[src/rtl/fetch_ctl_pkg.sv]
// Shared types and constants for the fetch/branch-control stage.
// Used by the stage itself and by the branch decoder.
package fetch_ctl_pkg;

  localparam int IW_DEF = 9;
  localparam int AW_DEF = 16;
  localparam int CW_DEF = 16;

  typedef enum logic [1:0] {
    ST_IDLE  = 2'd0,
    ST_FETCH = 2'd1,
    ST_EXEC  = 2'd2,
    ST_HALT  = 2'd3
  } state_e;

  localparam logic [1:0] JM_STEP = 2'd0;
  localparam logic [1:0] JM_SKIP = 2'd1;
  localparam logic [1:0] JM_SKNZ = 2'd2;
  localparam logic [1:0] JM_JUMP = 2'd3;

  localparam logic [2:0] OP_BR      = 3'b111;
  localparam logic [8:0] HALT_INSTR = 9'h1FF;

  localparam logic [1:0] SUB_SKP  = 2'b00;
  localparam logic [1:0] SUB_SKNZ = 2'b01;
  localparam logic [1:0] SUB_JMP  = 2'b10;
  localparam logic [1:0] SUB_EXT  = 2'b11;

  typedef struct packed {
    logic [1:0]  jump_mode;
    logic        cond_skip_enable;
    logic [15:0] skip_amount;
    logic [7:0]  jump_addr;
  } br_ctl_t;

endpackage

[src/rtl/fetch_ctl_blk_br_decode.sv]
// Combinational branch decoder: instruction + zero flag to pc controls.
// Shared with the disassembler/trace monitor.
module br_decode
  import fetch_ctl_pkg::*;
(
  input  logic [8:0] instr,
  input  logic       flag_zero,
  output br_ctl_t    ctl,
  output logic       is_halt
);

  logic       is_br;
  logic [1:0] sub;
  logic [3:0] imm;

  assign is_br = (instr[8:6] == OP_BR);
  assign sub   = instr[5:4];
  assign imm   = instr[3:0];

  // Map the branch sub-op to pc_blk controls; SUB_EXT is a plain step.
  always_comb begin
    ctl     = '0;
    is_halt = (instr == HALT_INSTR);
    unique case (1'b1)
      (is_br && sub == SUB_SKP): begin
        ctl.jump_mode   = JM_SKIP;
        ctl.skip_amount = {12'h000, imm};
      end
      (is_br && sub == SUB_SKNZ): begin
        ctl.jump_mode        = JM_SKNZ;
        ctl.skip_amount      = {12'h000, imm};
        ctl.cond_skip_enable = ~flag_zero;
      end
      (is_br && sub == SUB_JMP): begin
        ctl.jump_mode = JM_JUMP;
        ctl.jump_addr = {4'h0, imm};
      end
      default: ctl.jump_mode = JM_STEP;
    endcase
  end

endmodule

[src/rtl/fetch_ctl_blk.sv]
// Fetch/branch-control stage: two-cycle FETCH/EXEC sequencer feeding
// pc_blk, plus run/halt control and a retired-instruction counter.
module fetch_ctl_blk
  import fetch_ctl_pkg::*;
#(
  parameter int IW = IW_DEF,
  parameter int AW = AW_DEF,
  parameter int CW = CW_DEF
) (
  input  logic          clk,
  input  logic          reset,
  input  logic          enable,
  input  logic          start,
  input  logic [AW-1:0] cur_instr_addr,
  output logic [AW-1:0] imem_addr,
  input  logic [IW-1:0] imem_rdata,
  input  logic          flag_zero,
  output logic          pc_enable,
  output logic [1:0]    jump_mode,
  output logic          cond_skip_enable,
  output logic [15:0]   skip_amount,
  output logic [7:0]    jump_addr,
  output logic [IW-1:0] instr,
  output logic          instr_valid,
  output logic [CW-1:0] retired,
  output logic          done
);

  state_e        state_q, state_d;
  logic [IW-1:0] instr_q, instr_d;
  logic          valid_q, valid_d;
  logic [CW-1:0] ret_q, ret_d;

  br_ctl_t dec_ctl;
  logic    dec_halt;
  logic    in_exec;
  logic    retire;

  assign imem_addr = cur_instr_addr;

  br_decode u_dec (
    .instr     (imem_rdata[8:0]),
    .flag_zero (flag_zero),
    .ctl       (dec_ctl),
    .is_halt   (dec_halt)
  );

  assign in_exec = (state_q == ST_EXEC);
  assign retire  = in_exec & enable & ~dec_halt;

  // pc_blk controls are only live during EXEC.
  always_comb begin
    pc_enable        = retire;
    jump_mode        = JM_STEP;
    cond_skip_enable = 1'b0;
    skip_amount      = '0;
    jump_addr        = '0;
    if (in_exec) begin
      jump_mode        = dec_ctl.jump_mode;
      cond_skip_enable = dec_ctl.cond_skip_enable;
      skip_amount      = dec_ctl.skip_amount;
      jump_addr        = dec_ctl.jump_addr;
    end
  end

  // Next-state: sequencer, retire capture and saturating counter.
  always_comb begin
    state_d = state_q;
    instr_d = instr_q;
    valid_d = valid_q;
    ret_d   = ret_q;
    if (enable) begin
      valid_d = retire;
      if (retire) begin
        instr_d = imem_rdata;
        if (ret_q != '1) ret_d = ret_q + {{(CW-1){1'b0}}, 1'b1};
      end
      unique case (state_q)
        ST_IDLE:  if (start) state_d = ST_FETCH;
        ST_FETCH: state_d = ST_EXEC;
        ST_EXEC:  state_d = dec_halt ? ST_HALT : ST_FETCH;
        ST_HALT:  state_d = ST_HALT;
      endcase
    end
  end

  // State registers; reset aborts any in-flight instruction.
  always_ff @(posedge clk or negedge reset) begin
    if (!reset) begin
      state_q <= ST_IDLE;
      instr_q <= '0;
      valid_q <= 1'b0;
      ret_q   <= '0;
    end else begin
      state_q <= state_d;
      instr_q <= instr_d;
      valid_q <= valid_d;
      ret_q   <= ret_d;
    end
  end

  assign instr       = instr_q;
  assign instr_valid = valid_q;
  assign retired     = ret_q;
  assign done        = (state_q == ST_HALT);

endmodule

[config.mk]
export PLATFORM = sky130hd
export DESIGN_NAME = fetch_ctl_blk
export DESIGN_NICKNAME = d
export VERILOG_FILES = /design/src/rtl/fetch_ctl_pkg.sv /design/src/rtl/fetch_ctl_blk_br_decode.sv /design/src/rtl/fetch_ctl_blk.sv
export SDC_FILE = /design/constraint.sdc
export NUM_CORES = 1
export LEC_CHECK = 0
export BUFFER_PORTS_ARGS = -buffer_cell sky130_fd_sc_hd__buf_2
export CORE_MARGIN = 3
export CORE_UTILIZATION = 42
export CTS_BUF_LIST = sky130_fd_sc_hd__clkbuf_2
export DETAILED_ROUTE_END_ITERATION = 6
export PLACE_DENSITY_LB_ADDON = 0.05
export REMOVE_ABC_BUFFERS = 1
export SKIP_LAST_GASP = 1
export SYNTH_ARGS = -nofsm -noshare
export SYNTH_HDL_FRONTEND = slang
export SYNTH_HIERARCHICAL = 1
export SYNTH_SLANG_ARGS = --single-unit
export TNS_END_PERCENT = 20
[constraint.sdc]
create_clock -name clk -period 1.7 [get_ports clk]
set_input_delay 0.255 -clock clk [delete_from_list [all_inputs] [get_ports clk]]
set_output_delay 0.255 -clock clk [all_outputs]
set_load 0.02 [all_outputs]
==> results of run 1 <==
## flip-flops by register name, summed over array words and instances (netlist names)
name         flops
retired         16
instr            9
state_q          2
instr_valid      1
## through the flow
stage | instance area [um2] | hold slack [ps] | utilization [%] | power (W)
3_5_place_dp | 2150 | 305 | 51.9 | 0.00179
5_1_grt | 2390 | 84.9 | 57.6 | 0.00224
6_report | 2390 | 133 | 57.6 | 0.00210
2_1_floorplan | 1640 | -40.6 | - | 0.00142
3_3_place_gp | 2150 | 297 | 51.9 | 0.00175
4_1_cts | 2240 | 118 | 54.1 | 0.00208
## cells in the mapped netlist
master    instances
a21oi_1           2
nand3_2           1
buf_2             1
mux2_2           10
mux2_1            1
nor4b_2           1
xor2_1           11
a21o_1            1
buf_6             1
o311ai_2          1
nor3_2            4
nor4_2            2
nor2_1            7
and4_1            2
nor2b_1           1
nand2b_2          1
inv_1             8
buf_4            33
ha_1              1
nand4_1           3
o21ai_0           2
and3_1            2
nand2b_1          1
conb_1            1
o41ai_4           1
and2_1           28
nand2_1           6
and4bb_2          1
nand4_2           2
nand3_1           5
nor4_1            2
nor3b_1           1
dfrtp_1          28
clkbuf_1          2
nor3_1            9
a211oi_1          1
xnor2_1           3
## power by group
| part | switching (W) | leakage [nW] | internal (W) |
|---|---|---|---|
| Sequential | 0.0000898 | 0.355 | 0.000821 |
| Combinational | 0.000543 | 0.868 | 0.000410 |
| Clock | 0.000186 | 0.0140 | 0.0000512 |
## kinds of logic (layout without fill, tap and decap cells)
kind of cell | Yosys count | count (layout)
simple gates | 79 | 81
buf+inv | 45 | 99
flops | 28 | 28
xor+xnor | 14 | 14
mux | 11 | 11
compound gates | 8 | 8
fa+ha+maj | 1 | 1
other cells | 1 | 16
## worst max-delay path by stage
stage / start / to / slack, ps / cells past startpoint
finish: state_q[0] / pc_enable / 4 / 4
detailed placement: state_q[0] / jump_mode[1] / -320 / 3
CTS: state_q[1] / pc_enable / -70 / 4
global route: state_q[0] / pc_enable / -90 / 4
global placement: state_q[0] / jump_mode[1] / -70 / 3
floorplan: imem_rdata[6] / retired[12] / -210 / 6
## cell type report
type	count	area, um2
Sequential cell	28	701
Tap cell	50	62.6
Clock buffer	3	15.0
Fill cell	371	1760
Multi-Input combinational cell	131	1000
Clock inverter	1	3.75
Timing Repair Buffer	87	573
Inverter	8	30.0
## per-layer routing
metal	wire length, um	part of all wire [%]	GRT usage, %	vias up
met5	0	0	1.01	-
met4	52	1.1	3.28	0
met3	405	8.8	5.96	4
met2	2440	53	31.7	71
met1	1680	37	18.2	709
li1	-	-	-	721
## worst reg2reg max path, delay by kind of cell, from the launching register on
family | cells | cell delay, ps
simple gates | 3 | 730
buf+inv | 2 | 280
flops | 1 | 470
xor+xnor | 1 | 170
## repair_timing
action / in CTS / in global routing
setup buffers: 4 / 5
pin swaps: 2 / 4
cloned: 2 / 0
hold buffers: 1 / 0
hold endpoints to repair: 28 / 0
setup endpoints to repair: 13 / 21
gates resized for setup: 4 / 26
==> run_results.csv, run 1 <==
group,metric,value,unit
grt,grt_pass1_wl,7.00,mm
grt,grt_max_degree,29,
timing,final-max-slew-violation-count,0,
outcome,outcome,"finished, final reports clean",
clock_tree,cts_buffer_depth,2,
placement,port-buffer-count,52,
floorplan,core_region_area,0.00414,mm2
worst_hold_path,hold_depth,2,
worst_hold_path,hold_path.class,"in2reg",
yosys,netlist_area,0.00186,mm2
final_layout,final_common_cell,"buf_2",
yosys,synth_top_family_by_area,"simple AND/OR/NAND/NOR gates",
timing,tightest_slew,611,ps
critical_path,cp_top_family,"flip-flops",
drt,wl_per_cell,14.9,um
timing,final-hold-violation-count,0,
yosys,synthXorXnorAreaFrac,6.61,%
final_layout,final_cell_count_no_fill,308,
timing,tns,0,ps
drt,drt-pass1-iter-count,3,
critical_path,r2r_start,"state_q[0]",
yosys,synth_compound_area_share,4.25,%
timing,grt_setup_unrepaired,"yes",
placement,placed_cells,292,
placement,dpl_worst_slack,-316,ps
floorplan,row_count,23,
critical_path,endpoint_kind,"primary output",
job,maxCapViolations,0,
yosys,synthDistinctLibCells,37,
yosys,synthTopCellsByArea,"dfrtp_1 38%, buf_4 13%, and2_1 9.4%",
yosys,synth_warnings,6,
clock_tree,cts_root_buf,"clkbuf_2",
critical_path,worstReg2RegEnd,"retired[10]",
yosys,seq_area_frac_synth,37.8,%
timing,finalSetupViolations,0,
power_and_ir_drop,p_leak,1.24,nW
clock_tree,clock_latency,350,ps
floorplan,dieWidth,72.5,um
drt,dr_total_vias,1505,
timing,fmax,589,MHz
yosys,synth-simple-area-share,27.6,%
timing,setup_ws,3.57,ps
critical_path,crit_type,"reg2out",
final_layout,final_nets,290,
drt,dr.first_iter.drc_count,14,
timing,skew,11.1,ps
floorplan,top_level_ports,101,
yosys,avgSynthCellArea,9.92,um2
yosys,synth-adder-area-share,0.674,%
timing,fin_crit_sh,99.8,%
power_and_ir_drop,ir_worst_vdd,0.000444,V
critical_path,crit_buf_inv,3,
floorplan,die_area,0.00525,mm2
grt,globalRouteOverflowTotal,0,
drt,routed_wirelength,4.58,mm
timing,slew_headroom,59.3,%
timing,period_needed,1700,ps
critical_path,cp-start-kind,"flop",
drt,drtAntennaViolNets,0,
final_layout,drive_gt1_share,48.8,%
critical_path,reg2reg_slack,10,ps
clock_tree,numCtsBuffers,3,
floorplan,start_util,44.8,%
clock_tree,numClockSinks,28,
critical_path,crit_path_top_delay_cell,"dfrtp_1",
critical_path,worstRegToRegCells,6,
grt,antenna_found_initial,0,
clock_tree,cts_tree,"yes",
critical_path,critPathMaxFanout,2,
critical_path,max_stage_delay,470,ps
placement,gp_congestion,0.821,
clock_tree,clk_pin_slew,250,ps
worst_hold_path,holdCritStartpoint,"imem_rdata[2]",
yosys,yosysTopAreaCellShare,37.8,%
grt,grt_usage,16.9,%
grt,first_global_vias,1475,
power_and_ir_drop,power_density,880,mW/mm2
clock_tree,h-tree-depth,1,
yosys,netlist_instances,187,
final_layout,final_cell_mix,"45 x buf_2, 33 x buf_4, 28 x dfrtp_1, 25 x and2_1, 16 x conb_1",
floorplan,die_h,72.5,um
critical_path,required,1440,ps
worst_hold_path,hold-path-endpoint,"instr[2]",
final_layout,diodes,0,
yosys,ys_ff_latch,28,
yosys,synth_mux_area_share,6.68,%
drt,vias_per_cell,4.89,
final_layout,syn_to_final_growth,28.6,%
critical_path,path_cells,"buf_6 -> and4bb_2 -> buf_6 -> buf_6",
placement,dp_hpwl,3.40,mm
critical_path,crit_arrival,1440,ps
drt,drc,0,
yosys,yosysTopAreaCell,"dfrtp_1",
critical_path,cp_common_cell,"buf_6",
No activity file was read; power rests on OpenSTA's default activity.
==> inputs of run 2 (changes only) <==
- ABC_AREA: not set -> 1
- CORE_UTILIZATION: 42 -> 44
==> run_results.csv, run 2 <==
group,metric,value,unit
outcome,outcome,"finished, final reports clean",
yosys,avgSynthCellArea,6.59,um2
critical_path,required,1440,ps
critical_path,crit_arrival,1360,ps
drt,dr.first_iter.drc_count,89,
placement,placed_cells,434,
clock_tree,cts_root_buf,"clkbuf_2",
final_layout,syn_to_final_growth,14.1,%
critical_path,max_stage_delay,460,ps
critical_path,cp-start-kind,"flop",
power_and_ir_drop,power_density,988,mW/mm2
critical_path,endpoint_kind,"primary output",
critical_path,worstRegToRegCells,9,
yosys,yosysTopAreaCellShare,31.9,%
yosys,yosysTopAreaCell,"dfrtp_1",
drt,vias_per_cell,4.36,
final_layout,final_cell_mix,"96 x nand2_1, 61 x inv_1, 48 x nor2_1, 43 x buf_2, 28 x dfrtp_1",
clock_tree,cts_tree,"yes",
yosys,netlist_instances,333,
drt,drtAntennaViolNets,0,
grt,grt_pass1_wl,8.45,mm
timing,final-max-slew-violation-count,0,
clock_tree,h-tree-depth,1,
timing,final-hold-violation-count,0,
floorplan,top_level_ports,101,
final_layout,final_nets,410,
drt,drc,0,
yosys,async_flop_share,100,%
floorplan,die_area,0.00587,mm2
clock_tree,numClockSinks,28,
drt,routed_wirelength,4.97,mm
placement,port-buffer-count,52,
yosys,synth-main-ff-cell,"dfrtp_1",
final_layout,num-fill-cells,503,
clock_tree,numCtsBuffers,3,
final_layout,largest_register_ff_count,16,
grt,first_global_vias,1775,
drt,dr_total_vias,1934,
yosys,seq_area_frac_synth,31.9,%
worst_hold_path,hold_depth,2,
job,maxCapViolations,0,
grt,antenna_found_initial,0,
timing,fin_crit_sh,95.0,%
floorplan,row_count,25,
floorplan,dieWidth,76.6,um
worst_hold_path,hold_path.class,"in2reg",
yosys,synth_most_common_cell,"nand2_1",
yosys,ys_ff_latch,28,
placement,place_area,0.00236,mm2
floorplan,start_util,45.9,%
critical_path,path_cells,"inv_2 -> nand2_4 -> buf_12 -> nor2_1 -> buf_2",
power_and_ir_drop,ir_worst_vdd,0.000576,V
timing,slew_headroom,58.3,%
yosys,synth_warnings,6,
timing,grt_setup_unrepaired,"yes",
final_layout,final_cell_count_no_fill,444,
drt,wl_per_cell,11.2,um
yosys,synthTopCellsByArea,"dfrtp_1 32%, nand2_1 16%, buf_4 11%",
yosys,synth.top_cells.by_count,"96 x nand2_1, 61 x inv_1, 51 x nor2_1",
yosys,netlist_area,0.00219,mm2
placement,dp_hpwl,3.79,mm
final_layout,drive_gt1_share,26.3,%
floorplan,core_region_area,0.00479,mm2
clock_tree,cts_buffer_depth,2,
final_layout,diodes,0,
clock_tree,clk_pin_slew,250,ps
timing,skew,6.19,ps
placement,gp_congestion,0.791,
final_layout,final_common_cell,"nand2_1",
timing,fmax,619,MHz
clock_tree,clock_latency,350,ps
final_layout,final_area,0.00250,mm2
power_and_ir_drop,fin_total_pwr,0.00247,W
yosys,synth_edf_count,0,
timing,tightest_slew,625,ps
critical_path,crit_type,"reg2out",
critical_path,critPathMaxFanout,13,
yosys,synthDistinctLibCells,30,
power_and_ir_drop,p_leak,1.38,nW
timing,finalSetupViolations,0,
critical_path,crit_path_top_delay_cell,"dfrtp_1",
timing,setup_ws,84.4,ps
placement,dpl_worst_slack,119,ps
drt,drt-pass1-iter-count,4,
grt,grt_max_degree,29,
floorplan,die_h,76.6,um
grt,globalRouteOverflowTotal,0,
timing,period_needed,1620,ps
grt,grt_usage,17.3,%
-- run 2: logic make-up after synthesis --
| kind of cell | synth area share [%] |
|---|---|
| simple gates | 39.5 |
| other cells | 0.171 |
| fa+ha+maj | 0.570 |
| flops | 31.9 |
| buf+inv | 23.0 |
| xor+xnor | 0.798 |
| compound gates | 4.11 |
-- run 2: layer usage --
metal	GRT usage [%]	routed length [um]	up-vias
met5	0	0	-
met4	2.72	19	0
met3	6.74	362	2
met2	25.4	2190	63
met1	24.4	2390	841
li1	-	-	1028
-- run 2: layout make-up --
cell class / instances / area (um2) / area share [%]
clock buffer: 3 / 15.0 / 0.599
timing repair buffer: 63 / 410 / 16.4
multi-input combinational: 220 / 1060 / 42.3
tap: 67 / 83.8 / 3.35
sequential: 28 / 701 / 28.0
inverter: 63 / 236 / 9.44
-- run 2: worst paths after layout --
| path | start | endpoint | slack (ps) |
|---|---|---|---|
| setup reg to reg | retired[1] | retired[11] | 120 |
| hold reg to reg | instr[2] | instr[2] | 510 |
| setup / recovery | state_q[0] | jump_addr[3] | 80 |
| min in group asynchronous | reset | retired[12] | 400 |
| max in group asynchronous | reset | retired[9] | 890 |
| hold / removal | enable | state_q[0] | 110 |
-- run 2: stage by stage --
step | TNS (ps) | hold slack, ps | utilization (%)
after floorplan | 0 | -40.6 | -
after global placement | 0 | 318 | 49.3
after detailed placement | 0 | 320 | 49.3
after CTS | 0 | 63.6 | 50.1
after global routing | -648 | 33.6 | 52.3
final | 0 | 113 | 52.3
-- run 2: repair_timing --
action / CTS / global route
gates cloned: 0 / 1
setup buffers: 1 / 4
setup endpoints to repair: 11 / 19
endpoints found under the hold margin: 28 / 0
resized for setup: 2 / 14
pin swaps: 0 / 2
hold buffers: 1 / 0
-- run 2: critical path: cells and delay by family, from the launching register on --
kind / cells / cell delay (ps)
flip-flops: 1 / 460
buffers and inverters: 3 / 400
AND/OR/NAND/NOR: 2 / 150
-- run 2: power breakdown --
part           switching (W)  internal (W)  leakage [nW]  total (W)
Combinational       0.000762      0.000424          1.00    0.00119
Clock               0.000187     0.0000479        0.0125   0.000235
Sequential          0.000188      0.000866         0.363    0.00105
